$ cat src/rtl/fifo_flagged.sv
// Synchronous FIFO with fill count, programmable almost-full/almost-empty flags,
// sticky overflow/underflow, synchronous flush and selectable FWFT/registered output.
module fifo_flagged #(
  parameter int FIFO_WIDTH   = 8,
  parameter int FIFO_DEPTH   = 16,
  parameter int AFULL_LEVEL  = 12,
  parameter int AEMPTY_LEVEL = 4,
  parameter int FWFT         = 1
) (
  input  logic                          clk,
  input  logic                          reset_n,
  input  logic                          flush,
  input  logic                          push,
  input  logic [FIFO_WIDTH-1:0]         data_in,
  input  logic                          pop,
  output logic [FIFO_WIDTH-1:0]         data_out,
  output logic                          data_out_valid,
  output logic                          full,
  output logic                          empty,
  output logic                          almost_full,
  output logic                          almost_empty,
  output logic [$clog2(FIFO_DEPTH):0]   count,
  output logic                          overflow,
  output logic                          underflow
);

  localparam int AW = $clog2(FIFO_DEPTH);
  localparam int PW = AW + 1;
  localparam logic [PW-1:0] AFULL_CNT  = PW'(AFULL_LEVEL);
  localparam logic [PW-1:0] AEMPTY_CNT = PW'(AEMPTY_LEVEL);

  logic [FIFO_WIDTH-1:0] mem [FIFO_DEPTH];
  logic [PW-1:0]         wr_ptr;
  logic [PW-1:0]         rd_ptr;
  logic                  empty_w;
  logic                  full_w;
  logic                  push_ok;
  logic                  pop_ok;

  // Extra wrap bit on each pointer lets all FIFO_DEPTH entries be used.
  assign empty_w = (wr_ptr == rd_ptr);
  assign full_w  = (wr_ptr[AW-1:0] == rd_ptr[AW-1:0]) && (wr_ptr[AW] != rd_ptr[AW]);
  assign pop_ok  = pop && !empty_w;
  assign push_ok = push && (!full_w || pop_ok);

  assign full         = full_w;
  assign empty        = empty_w;
  assign almost_full  = (count >= AFULL_CNT);
  assign almost_empty = (count <= AEMPTY_CNT);

  always_ff @(posedge clk) begin
    if (push_ok && !flush) begin
      mem[wr_ptr[AW-1:0]] <= data_in;
    end
  end

  always_ff @(posedge clk or negedge reset_n) begin
    if (!reset_n) begin
      wr_ptr    <= '0;
      rd_ptr    <= '0;
      count     <= '0;
      overflow  <= 1'b0;
      underflow <= 1'b0;
    end else if (flush) begin
      wr_ptr    <= '0;
      rd_ptr    <= '0;
      count     <= '0;
      overflow  <= 1'b0;
      underflow <= 1'b0;
    end else begin
      if (push_ok) wr_ptr <= wr_ptr + 1'b1;
      if (pop_ok)  rd_ptr <= rd_ptr + 1'b1;
      count <= count + PW'(push_ok) - PW'(pop_ok);
      if (push && !push_ok) overflow  <= 1'b1;
      if (pop && empty_w)   underflow <= 1'b1;
    end
  end

  if (FWFT != 0) begin : g_fwft
    assign data_out       = mem[rd_ptr[AW-1:0]];
    assign data_out_valid = !empty_w;
  end else begin : g_reg
    // Registered read: one-cycle valid pulse; data holds between reads and across flush.
    always_ff @(posedge clk or negedge reset_n) begin
      if (!reset_n) begin
        data_out       <= '0;
        data_out_valid <= 1'b0;
      end else if (flush) begin
        data_out_valid <= 1'b0;
      end else if (pop_ok) begin
        data_out       <= mem[rd_ptr[AW-1:0]];
        data_out_valid <= 1'b1;
      end else begin
        data_out_valid <= 1'b0;
      end
    end
  end

endmodule

$ cat config.mk
export PLATFORM = sky130hd
export DESIGN_NAME = fifo_flagged
export DESIGN_NICKNAME = d
export VERILOG_FILES = /design/src/rtl/fifo_flagged.sv
export SDC_FILE = /design/constraint.sdc
export NUM_CORES = 1
export LEC_CHECK = 0
export BUFFER_PORTS_ARGS = -buffer_cell sky130_fd_sc_hd__buf_4
export CAP_MARGIN = 25
export CORE_ASPECT_RATIO = 0.8
export CORE_MARGIN = 8
export CORE_UTILIZATION = 55
export CTS_CLUSTER_DIAMETER = 120
export DETAILED_ROUTE_END_ITERATION = 16
export PLACE_DENSITY = 0.79
export RECOVER_POWER = 100
export SLEW_MARGIN = 5
export SYNTH_ARGS = -nofsm -noshare
export SYNTH_HDL_FRONTEND = slang
export SYNTH_SLANG_ARGS = --single-unit
$ cat constraint.sdc
create_clock -name clk -period 6.5 [get_ports clk]
set_clock_uncertainty 0.1 [all_clocks]
set_input_delay 0.65 -clock clk [delete_from_list [all_inputs] [get_ports clk]]
set_output_delay 0.65 -clock clk [all_outputs]
set_load 0.01 [all_outputs]
Yosys cells after proc, flatten, opt, wreduce, memory -nomap -nowiden

Memories as Yosys holds them, arrays and structs flattened.
Cells that the tools add are included.
W data, S select, Z words.

Add/sub/neg operators: 4
$mul: 0
Divide/modulo/power cells: 0
Magnitude comparators: 2
Equal/unequal tests: 3
Shifts and indexed selects: 0
Muxes and demuxes: 11
Bitwise operators: 0
Reduce and logical (&&, ||, !) cells: 15

Operator list:

| kind                  | count |
|---|---|
| $mux W5               | 5 |
| $add A5 B1 Y5 const B | 2 |
| $reduce_bool A2 Y1    | 4 |
| $logic_and A1 B1 Y1   | 6 |
| $mux W1               | 6 |
| $add A5 B1 Y5         | 1 |
| $eq A5 B5 Y1          | 1 |
| $ge A5 B4 Y1 const B  | 1 |
| $le A5 B3 Y1 const B  | 1 |
| $sub A5 B1 Y5         | 1 |
| $eq A4 B4 Y1          | 1 |
| $logic_not A1 Y1      | 4 |
| $logic_or A1 B1 Y1    | 1 |
| $ne A1 B1 Y1          | 1 |

Flip-flop bits (word level): 17
Latch bits: 0
Memory bits (writable): 128
Memory bits (read-only): 0
Input bits: 13
Memories kept: 1

Memory list:

| memory | depth | width | rd ports | clocked after Yosys merged registers in | wr ports | RTL line | text |
|---|---|---|---|---|---|---|---|
| mem    | 16    | 8     | 1        | 0                                       | 1        | 32       | `logic [FIFO_WIDTH-1:0] mem [FIFO_DEPTH];` |

Depth between registers and ports, before layout

Depth in word-level cells: 9
Depth in mapped cells: 12

Least setup slack after synthesis

OpenSTA, ideal clock, no wires.

Path type: reg2reg
Start: register rd_ptr[1]
End: register count[4]
Setup time: 0.132 ns
Arrival time: 2.545 ns
Data required time: 6.268 ns
Path slack: 3.724 ns
Cell stages (with the launch flop): 13
Buffers on the path: 1
Cell sequence: dfrtp_1 buf_2 xnor2_1 nand4_2 o21ai_1 or2_2 nand2_1 ha_1 fa_1 a21o_1 a21oi_1 xnor2_1 nor2_1

Longest elaborated chain between the ends: 8
Elaborated cells between the ends (all ways): 11
Classes of those cells: add/sub (2); eq/ne (2); mux (1); reduce/logical (6)

RTL lines:

| what                                                           | RTL line | text |
|---|---|---|
| start: declaration                                             | 34       | `logic [PW-1:0] rd_ptr;` |
| start signal: assignment                                       | 72       | `if (pop_ok) rd_ptr <= rd_ptr + 1'b1;` |
| $eq A5 B5 Y1 / $eq A4 B4 Y1 (equally long branches)            | 41, 42   |  |
| $logic_not A1 Y1 / $logic_and A1 B1 Y1 (equally long branches) | 43, 42   |  |
| $logic_and A1 B1 Y1 / $logic_not A1 Y1 (equally long branches) | 43, 44   |  |
| $logic_or A1 B1 Y1                                             | 44       | `assign push_ok = push && (!full_w \|\| pop_ok);` |
| $logic_and A1 B1 Y1                                            | 44       |  |
| $add A5 B1 Y5                                                  | 73       | `count <= count + PW'(push_ok) - PW'(pop_ok);` |
| $sub A5 B1 Y5 *                                                | 73       |  |
| $mux W5 *                                                      | 64       | `end else if (flush) begin` |
| end signal: assignment                                         | 73       |  |
| end: declaration                                               | 22       | `output logic [$clog2(FIFO_DEPTH):0] count,` |

Every way passes the cells marked *; elsewhere a longest branch is shown, timed or not.
A chain may end at the register's enable or synchronous reset.

Worst setup path after layout

Start: register rd_ptr[0]
End: memory mem[14][2], enable pin

Longest elaborated chain between the ends: 8
Elaborated cells between the ends (all ways): 11
Classes of those cells: eq/ne (2); mux (2); reduce/logical (7)

RTL lines:

| what                                                           | RTL line | text |
|---|---|---|
| $eq A5 B5 Y1 / $eq A4 B4 Y1 (equally long branches)            | 41, 42   |  |
| $logic_not A1 Y1 / $logic_and A1 B1 Y1 (equally long branches) | 43, 42   |  |
| $logic_and A1 B1 Y1 / $logic_not A1 Y1 (equally long branches) | 43, 44   |  |
| $logic_or A1 B1 Y1 *                                           | 44       |  |
| $logic_and A1 B1 Y1 *                                          | 44       |  |
| $logic_and A1 B1 Y1 *                                          | 52       | `if (push_ok && !flush) begin` |
| $mux W1 *                                                      | 52       |  |
| $mux W1 (implied by the code) *                                | 53       | `mem[wr_ptr[AW-1:0]] <= data_in;` |
| end: declaration                                               | 32       |  |

Marks and branches as above.

==> impl_metrics.env <==
export IMPL_hold_ws_ns=0.402
export IMPL_route_detailed_drc=0
export IMPL_clk_pin_slew_ns=0.06
export IMPL_p_total_w=0.00242
export IMPL_fin_setup_tns_ns=0
export IMPL_start_util=0.565
export IMPL_p_seq_frac=0.449
export IMPL_hold_viol_final=0
export IMPL_violations="capacitance limit, slew limit"
export IMPL_ios=33
export IMPL_gp_congestion=0.805
export IMPL_grt_max_degree=37
export IMPL_via_per_inst=5.98
export IMPL_grt_pass1_vias=3062
export IMPL_rsz0062_at_grt="false"
export IMPL_cts_made_buffers=17
export IMPL_synth_area_top_cells="edfxtp_1 62%, mux4_1 13%, dfrtp_1 6.9%"
export IMPL_synth_area_sq_um=6180
export IMPL_irDropWorstVdd_mv=0.198
export IMPL_ys_warn_count=0
export IMPL_critPathMaxFanout=36
export IMPL_insertedDiodeCount=0
export IMPL_final_cell_count_no_fill=509
export IMPL_final_layout_size_suffix_gt1_frac=0.121
export IMPL_drv_slew=48
export IMPL_synth_edf_count=128
export IMPL_rows=34
export IMPL_port_buffers=32
export IMPL_crit_path_end_kind="flip-flop"
export IMPL_ctsResizeCount=0
export IMPL_met2_usage=0.245
export IMPL_post_route_min_period_ns=4.79
export IMPL_status="finished, violations left"
export IMPL_seq_area_frac_synth=0.691
export IMPL_totalWireLength_mm=11.9
export IMPL_die_area_sq_um=14900
export IMPL_vias=3046
export IMPL_wl_per_cell_um=23.4
export IMPL_worstPathRequired_ns=6.40
export IMPL_setup_viol=0
export IMPL_fmax_mhz=209
export IMPL_relSlewSlack=-0.255
export IMPL_cp_arrival_ns=4.69
export IMPL_grt_pass1_wl_mm=18.0
export IMPL_fin_util=0.639
export IMPL_power_density_nw_per_um2=346
export IMPL_core_sq_um=10900
export IMPL_dpl_hpwl_mm=7.26
export IMPL_clockBufferDepth=2
export IMPL_area_growth_pct=13.0
export IMPL_synth_top_area_frac=0.622
export IMPL_clock_sinks=145
export IMPL_timing_final_crit_share=0.737
export IMPL_gr_total_overflow=0
export IMPL_min_path_type="flip-flop to flip-flop"
export IMPL_drt_first_pass_iters=4
export IMPL_worst_slew_pin_slew_ns=1.88
export IMPL_ant_nets=0
export IMPL_p_leak_nw=2.38
export IMPL_grt_use_met1=0.223
export IMPL_ys_ff_latch=145
export IMPL_cts_setup_buffers=0
export IMPL_p_int_w=0.00184
export IMPL_use_met3=0.0507
export IMPL_grt_busiest_layer="met2"
export IMPL_synth_top_cell_by_area="edfxtp_1"
export IMPL_die_h_um=111
export IMPL_cts_hold_buf=1
export IMPL_yosys_top_cells_count="128 x edfxtp_1, 30 x mux4_1, 24 x nor2_1"
export IMPL_clk_latency_ns=0.41
export IMPL_p_sw_w=0.000578
export IMPL_p_sw_frac=0.239
export IMPL_drtIter0Drc=317
export IMPL_htree_levels=4
export IMPL_start_kind="flip-flop"
export IMPL_die_w_um=135
export IMPL_clockPowerShare=0.411
export IMPL_maxCapViolations=2
export IMPL_synthCells=312
export IMPL_placed_cells=477
export IMPL_grtUsageTotal=0.165
export IMPL_ys_types=43
export IMPL_worstSetupPathType="flip-flop to flip-flop"
export IMPL_cts_tree="yes"
export IMPL_synth_ff_type="edfxtp_1"
export IMPL_pwr_share_comb=0.141
export IMPL_nets=380
export IMPL_post_synth_top_count_cell="edfxtp_1"
export IMPL_ys_async_sr_fraction=0.117
export IMPL_syn_avg_cell_area_sq_um=19.8
export IMPL_antenna_found_initial=0
export IMPL_cts_root_buf="clkbuf_16"
export IMPL_synth_nets=339
==> state kept, by name (all words and copies together) (netlist names) <==
| signal | count |
|---|---|
| count | 5 |
| mem | 128 |
| overflow | 1 |
| rd_ptr | 5 |
| underflow | 1 |
| wr_ptr | 5 |
==> through the flow <==
step	instance area [sq um]	setup WS (ns)
finish	6990	1.71
global route	6990	1.43
CTS	7140	2.81
detailed placement	6530	2.92
global placement	6530	2.99
floorplan	6180	3.72
==> layout by cell type, fill, tap and decap left out, types with 4 or more instances in the layout <==
master / count
edfxtp_1: 128
clkbuf_1: 32
mux4_1: 30
nor2_1: 24
clkbuf_16: 17
dfrtp_1: 17
ha_1: 13
mux4_2: 10
nand2_1: 10
inv_1: 8
xnor2_1: 8
nor2b_1: 7
xor2_1: 6
clkinv_1: 5
a21oi_1: 4
and3_1: 4
bufinv_16: 4
buf_4: 4
==> power by group through the flow <==
| stage | Sequential [W] | Clock (W) | Combinational (W) |
|---|---|---|---|
| 3_5_place_dp | 0.00111 | 0 | 0.000375 |
| 6_report | 0.00109 | 0.000993 | 0.000340 |
| 4_1_cts | 0.00109 | 0.00100 | 0.000380 |
| 2_1_floorplan | 0.00108 | 0 | 0.000278 |
| 3_3_place_gp | 0.00110 | 0 | 0.000366 |
| 5_1_grt | 0.00109 | 0.00104 | 0.000375 |
==> path summary, 6_finish.rpt <==
path | from | slack (ns) | endpoint | cells past startpoint
setup / recovery | rd_ptr[0]$_DFFE_PN0P_ | 1.71 | mem[14][2]$_DFFE_PP_ | 4
hold / removal | overflow$_DFFE_PN0P_ | 0.40 | overflow$_DFFE_PN0P_ | 2
setup reg to reg | rd_ptr[0]$_DFFE_PN0P_ | 1.71 | mem[14][2]$_DFFE_PP_ | 4
hold reg to reg | overflow$_DFFE_PN0P_ | 0.40 | overflow$_DFFE_PN0P_ | 2
max in group asynchronous | reset_n | 4.87 | rd_ptr[2]$_DFFE_PN0P_ | 2
min in group asynchronous | reset_n | 0.82 | wr_ptr[0]$_DFFE_PN0P_ | 2
==> critical path: stages, from the launching register on <==
cell and delay (ns):
dfrtp_1 1.61, xnor2_1 0.23, nand4_1 0.32, o311ai_0 1.47
nor2_1 0.63
==> kinds of logic after synthesis <==
logic type,count (synthesis),synth area share
multiplexers,44,0.171
XOR/XNOR,14,0.0198
flip-flops,145,0.691
adder cells (fa/ha/maj),14,0.0295
buffers and inverters,22,0.0198
AO/OA/AOI/OAI,16,0.0217
AND/OR/NAND/NOR,57,0.0478
==> layout make-up <==
class                   count  area (sq um)
repair buffers             36           156
clock buffers              18           429
fillers                   758          3950
inverters                   8          30.0
multi-input cells         145          1750
clock inverters            13           169
flip-flops and latches    145          4270
well taps                 144           180
==> metal layers <==
metal / routed length [um] / up-vias
met1: 5190 / 1560
met4: 228 / 0
li1: - / 1351
met3: 872 / 18
met5: 0 / -
met2: 5600 / 117
No activity file was read; power rests on OpenSTA's default activity.
